## config.mk

```make
export PLATFORM = sky130hd
export DESIGN_NAME = full_adder
export DESIGN_NICKNAME = d
export VERILOG_FILES = /design/src/rtl/full_adder_pkg.sv /design/src/rtl/full_adder_bit.sv /design/src/rtl/full_adder.sv
export SDC_FILE = /design/constraint.sdc
export NUM_CORES = 1
export LEC_CHECK = 0
export CORE_AREA = 2 2 39 41
export DETAILED_ROUTE_END_ITERATION = 8
export DIE_AREA = 0 0 41 43
export GPL_TIMING_DRIVEN = 0
export HOLD_SLACK_MARGIN = 0.02
export PLACE_DENSITY = 0.54
export SLEW_MARGIN = 20
export SYNTH_ARGS = -nofsm -noshare
export SYNTH_HDL_FRONTEND = slang
export SYNTH_SLANG_ARGS = --single-unit
```

## constraint.sdc

```tcl
create_clock -name clk -period 1.7 [get_ports clk]
set_input_delay 0.17 -clock clk [delete_from_list [all_inputs] [get_ports clk]]
set_output_delay 0.17 -clock clk [all_outputs]
set_load 0.1 [all_outputs]
```

## src/rtl/full_adder_pkg.sv

```systemverilog
// full_adder_pkg: shared width default and packed result type for full_adder
package full_adder_pkg;
  localparam int FA_WIDTH_DEF = 3;
  typedef struct packed {
    logic                    c;
    logic [FA_WIDTH_DEF-1:0] s;
  } fa_res_t;
endpackage

```

## src/rtl/full_adder_bit.sv

```systemverilog
// full_adder_bit: 1-bit full-adder cell
module full_adder_bit (
  input  logic a,
  input  logic b,
  input  logic ci,
  output logic s,
  output logic co
);
  assign s  = a ^ b ^ ci;
  assign co = (a & b) | (ci & (a ^ b));
endmodule

```

## src/rtl/full_adder.sv

```systemverilog
// full_adder: registered ripple-carry adder; FULL_ADDER_OVF_EN adds the registered signed-overflow port ovf
module full_adder
  import full_adder_pkg::*;
#(
  parameter int WIDTH = FA_WIDTH_DEF
) (
  input  logic             clk,
  input  logic             rst_n,
  input  logic             in_valid,
  input  logic [WIDTH-1:0] a,
  input  logic [WIDTH-1:0] b,
  input  logic             c_in,
  output logic [WIDTH-1:0] sum,
  output logic             c_out,
`ifdef FULL_ADDER_OVF_EN
  output logic             ovf,
`endif
  output logic             out_valid
);
  logic [WIDTH:0]   carry;
  logic [WIDTH-1:0] s;
  assign carry[0] = c_in;
  for (genvar i = 0; i < WIDTH; i++) begin : g_cell
    full_adder_bit u_bit (
      .a  (a[i]),
      .b  (b[i]),
      .ci (carry[i]),
      .s  (s[i]),
      .co (carry[i+1])
    );
  end
  always_ff @(posedge clk) begin
    if (!rst_n) begin
      sum       <= '0;
      c_out     <= 1'b0;
      out_valid <= 1'b0;
    end else begin
      out_valid <= in_valid;
      if (in_valid) begin
        sum   <= s;
        c_out <= carry[WIDTH];
      end
    end
  end
`ifdef FULL_ADDER_OVF_EN
  always_ff @(posedge clk) begin
    if (!rst_n) ovf <= 1'b0;
    else if (in_valid) ovf <= carry[WIDTH] ^ carry[WIDTH-1];
  end
`endif
endmodule

```

==> results.json <==
{
  "outcome": "finished clean",
  "tritoncts": "built",
  "drive_gt1_share_pct": 23.8,
  "synth.area.top_cells": "dfxtp_1 38%, fa_1 23%, o211a_1 11%",
  "regArea_um2": 100,
  "cp.required_ps": 1830,
  "drt_pass1_iterations": 2,
  "dr_wl_met3_um": 53,
  "place_congestion": 0.645,
  "clock-sinks": 5,
  "clk_pin_slew_ps": 40,
  "maxCapViolCount": 0,
  "max_slew_margin_pct": 36.0,
  "numCtsBuffers": 3,
  "wl_met1_um": 187,
  "areaGrowthSynthToFinish_pct": 65.2,
  "start_util_pct": 19.0,
  "top_layer_used": "met3",
  "clkPwrFrac_pct": 32.9,
  "routed_via_density": 3.83,
  "post-synth-top-area-cell": "dfxtp_1",
  "p_sw_mw": 0.147,
  "dieWidth_um": 41,
  "wirelength_um": 455,
  "grt_pass1_vias": 217,
  "fin_worst_skew_ps": 0,
  "num_vias": 222,
  "syn-num-nets": 38,
  "grt_pass1_wl_um": 752,
  "drc_errors": 0,
  "grt_max_degree": 9,
  "ir_drop_mv": 0.343,
  "antenna_left": 0,
  "hold_violations": 0,
  "intPower_mw": 0.259,
  "regToRegSetupSlack_ps": 1080,
  "fillers": 150,
  "holdPathStages": 2,
  "cp_max_fo": 1,
  "track_usage_pct": 6.85,
  "rsz0062_at_grt": "no",
  "clock_latency_ps": 240,
  "design.core.area_mm2": 0.00138,
  "num_rows": 14,
  "post-dp-hpwl_um": 372,
  "p_sw_share_pct": 36.3,
  "drv_slew": 0,
  "cts_max_level": 1,
  "netlist_area_um2": 263,
  "leakagePower_nw": 0.235,
  "wl_met2_um": 214,
  "r2r-start": "c_out",
  "setup_viol": 0,
  "drt_iter0_drc": 3,
  "gr-total-overflow": 0,
  "multi_input_area_um2": 130,
  "rr_worst_depth": 1,
  "pre_cts_ws_ps": -402,
  "nets": 56,
  "die_h_um": 43,
  "avgSynthCellArea_um2": 10.5,
  "fmaxAchievable_ghz": 0.630,
  "die_area_mm2": 0.00176,
  "holdCritStartpoint": "in_valid",
  "pwr-share-comb_pct": 34.6,
  "yosysTopAreaCellShare_pct": 38.1,
  "cts_buffer_depth": 2,
  "cellPowerDensity_mw_per_mm2": 936,
  "whs_ps": 187,
  "yosysUniqueCellTypes": 9,
  "seq_area_frac_synth_pct": 38.1,
  "ys_ff_latch": 5,
  "fin_crit_ps": 1590,
  "final.period_utilization_pct": 93.4,
  "avgRoutedWirePerCell_um": 7.84,
  "tightest_slew_ps": 964,
  "worstReg2RegEnd": "c_out",
  "hold_end": "out_valid",
  "pwr-share-seq_pct": 32.4,
  "worstSetupEndpointType": "flop",
  "fin_ws_ps": 113,
  "cp.arrival_ps": 1720,
  "cts_root_buf": "clkbuf_4",
  "synth_cells": 25,
  "holdCritPathClass": "primary input to flop",
  "num_antenna_cells": 0,
  "yosysWarnings": 0,
  "startpoint_type": "primary input",
  "critPathKind": "primary input to flop",
  "port_buffers": 13,
  "antenna_found_initial": 0,
  "pin_count": 15
}
## layer usage
layer | global-route usage (%) | up-vias
li1 | - | 109
met1 | 5.86 | 104
met2 | 10.0 | 9
met3 | 6.28 | 0
met4 | 4.00 | 0
met5 | 0 | -
## worst max-delay path, stage by stage
cell and delay [ps]:
dlygate4sd2_1 210, inv_2 40, fa_2 370, inv_2 70
fa_2 190, inv_2 40, fa_1 490, nand2_1 50
o211a_1 100
## what timing repair did
action / in CTS / in global routing
hold buffers: 0 / 0
setup buffers: 0 / 0
setup endpoints to repair: 7 / 0
gates resized for setup: 13 / 0
## cell usage in the layout (no fill, tap or decap)
cell type / n
o211a_1: 3
nor2b_1: 1
fa_2: 2
nand2_1: 3
buf_6: 1
inv_2: 3
clkdlybuf4s50_1: 5
and2_2: 1
mux2i_1: 1
dlygate4sd2_1: 8
inv_1: 4
clkbuf_1: 1
dfxtp_1: 5
clkbuf_4: 3
fa_1: 1
## synthesized netlist by cell type
master,n
and2_2,1
buf_6,1
dfxtp_1,5
fa_1,3
inv_1,7
mux2i_1,1
nand2_1,3
nor2b_1,1
o211a_1,3
## per-stage QoR
step / utilization, % / total power, mW / area (µm²) / setup TNS (ps) / instances
floorplan: - / 0.237 / 263 / 0 / 25
global placement: 29.8 / 0.283 / 413 / -824 / 54
detailed placement: 29.8 / 0.283 / 413 / -837 / 54
CTS: 31.4 / 0.418 / 434 / 0 / 58
global route: 31.4 / 0.439 / 434 / 0 / 58
finish: 31.4 / 0.406 / 434 / 0 / 58
## flip-flops by register name (all words and copies together), names as in the netlist
name       cells
sum            3
c_out          1
out_valid      1
## final cells by class
cell class                      instances  area share, %
Buffer                                  1           2.59
Clock buffer                            4           6.05
Inverter                                7           6.05
Multi-Input combinational cell         12           30.0
Sequential cell                         5           23.1
Tap cell                               16           4.61
Timing Repair Buffer                   13           27.7
## worst max-delay path by stage
stage	start	to	cells past startpoint	slack (ps)
2_1_floorplan	a[0]	sum[2]	8	120
3_3_place_gp	a[0]	sum[2]	9	-400
3_5_place_dp	a[0]	sum[2]	9	-400
4_1_cts	c_out	c_out	1	100
5_1_grt	c_in	sum[2]	9	30
6_report	c_in	sum[2]	9	110
## power groups by stage
stage	Combinational (mW)	Clock [mW]	Sequential (mW)
final	0.141	0.134	0.132
after global routing	0.152	0.154	0.133
after CTS	0.143	0.143	0.132
after detailed placement	0.149	0	0.134
after global placement	0.149	0	0.134
after floorplan	0.0310	0	0.206
## cell families (layout without fill, tap and decap cells)
family	count (synthesis)	count (layout)	share of synthesized area [%]
buf+inv	8	25	14.3
flops	5	5	38.1
simple gates	5	5	9.53
fa+ha+maj	3	3	22.9
compound gates	3	3	11.4
mux	1	1	3.81
No activity file was read; power rests on OpenSTA's default activity.
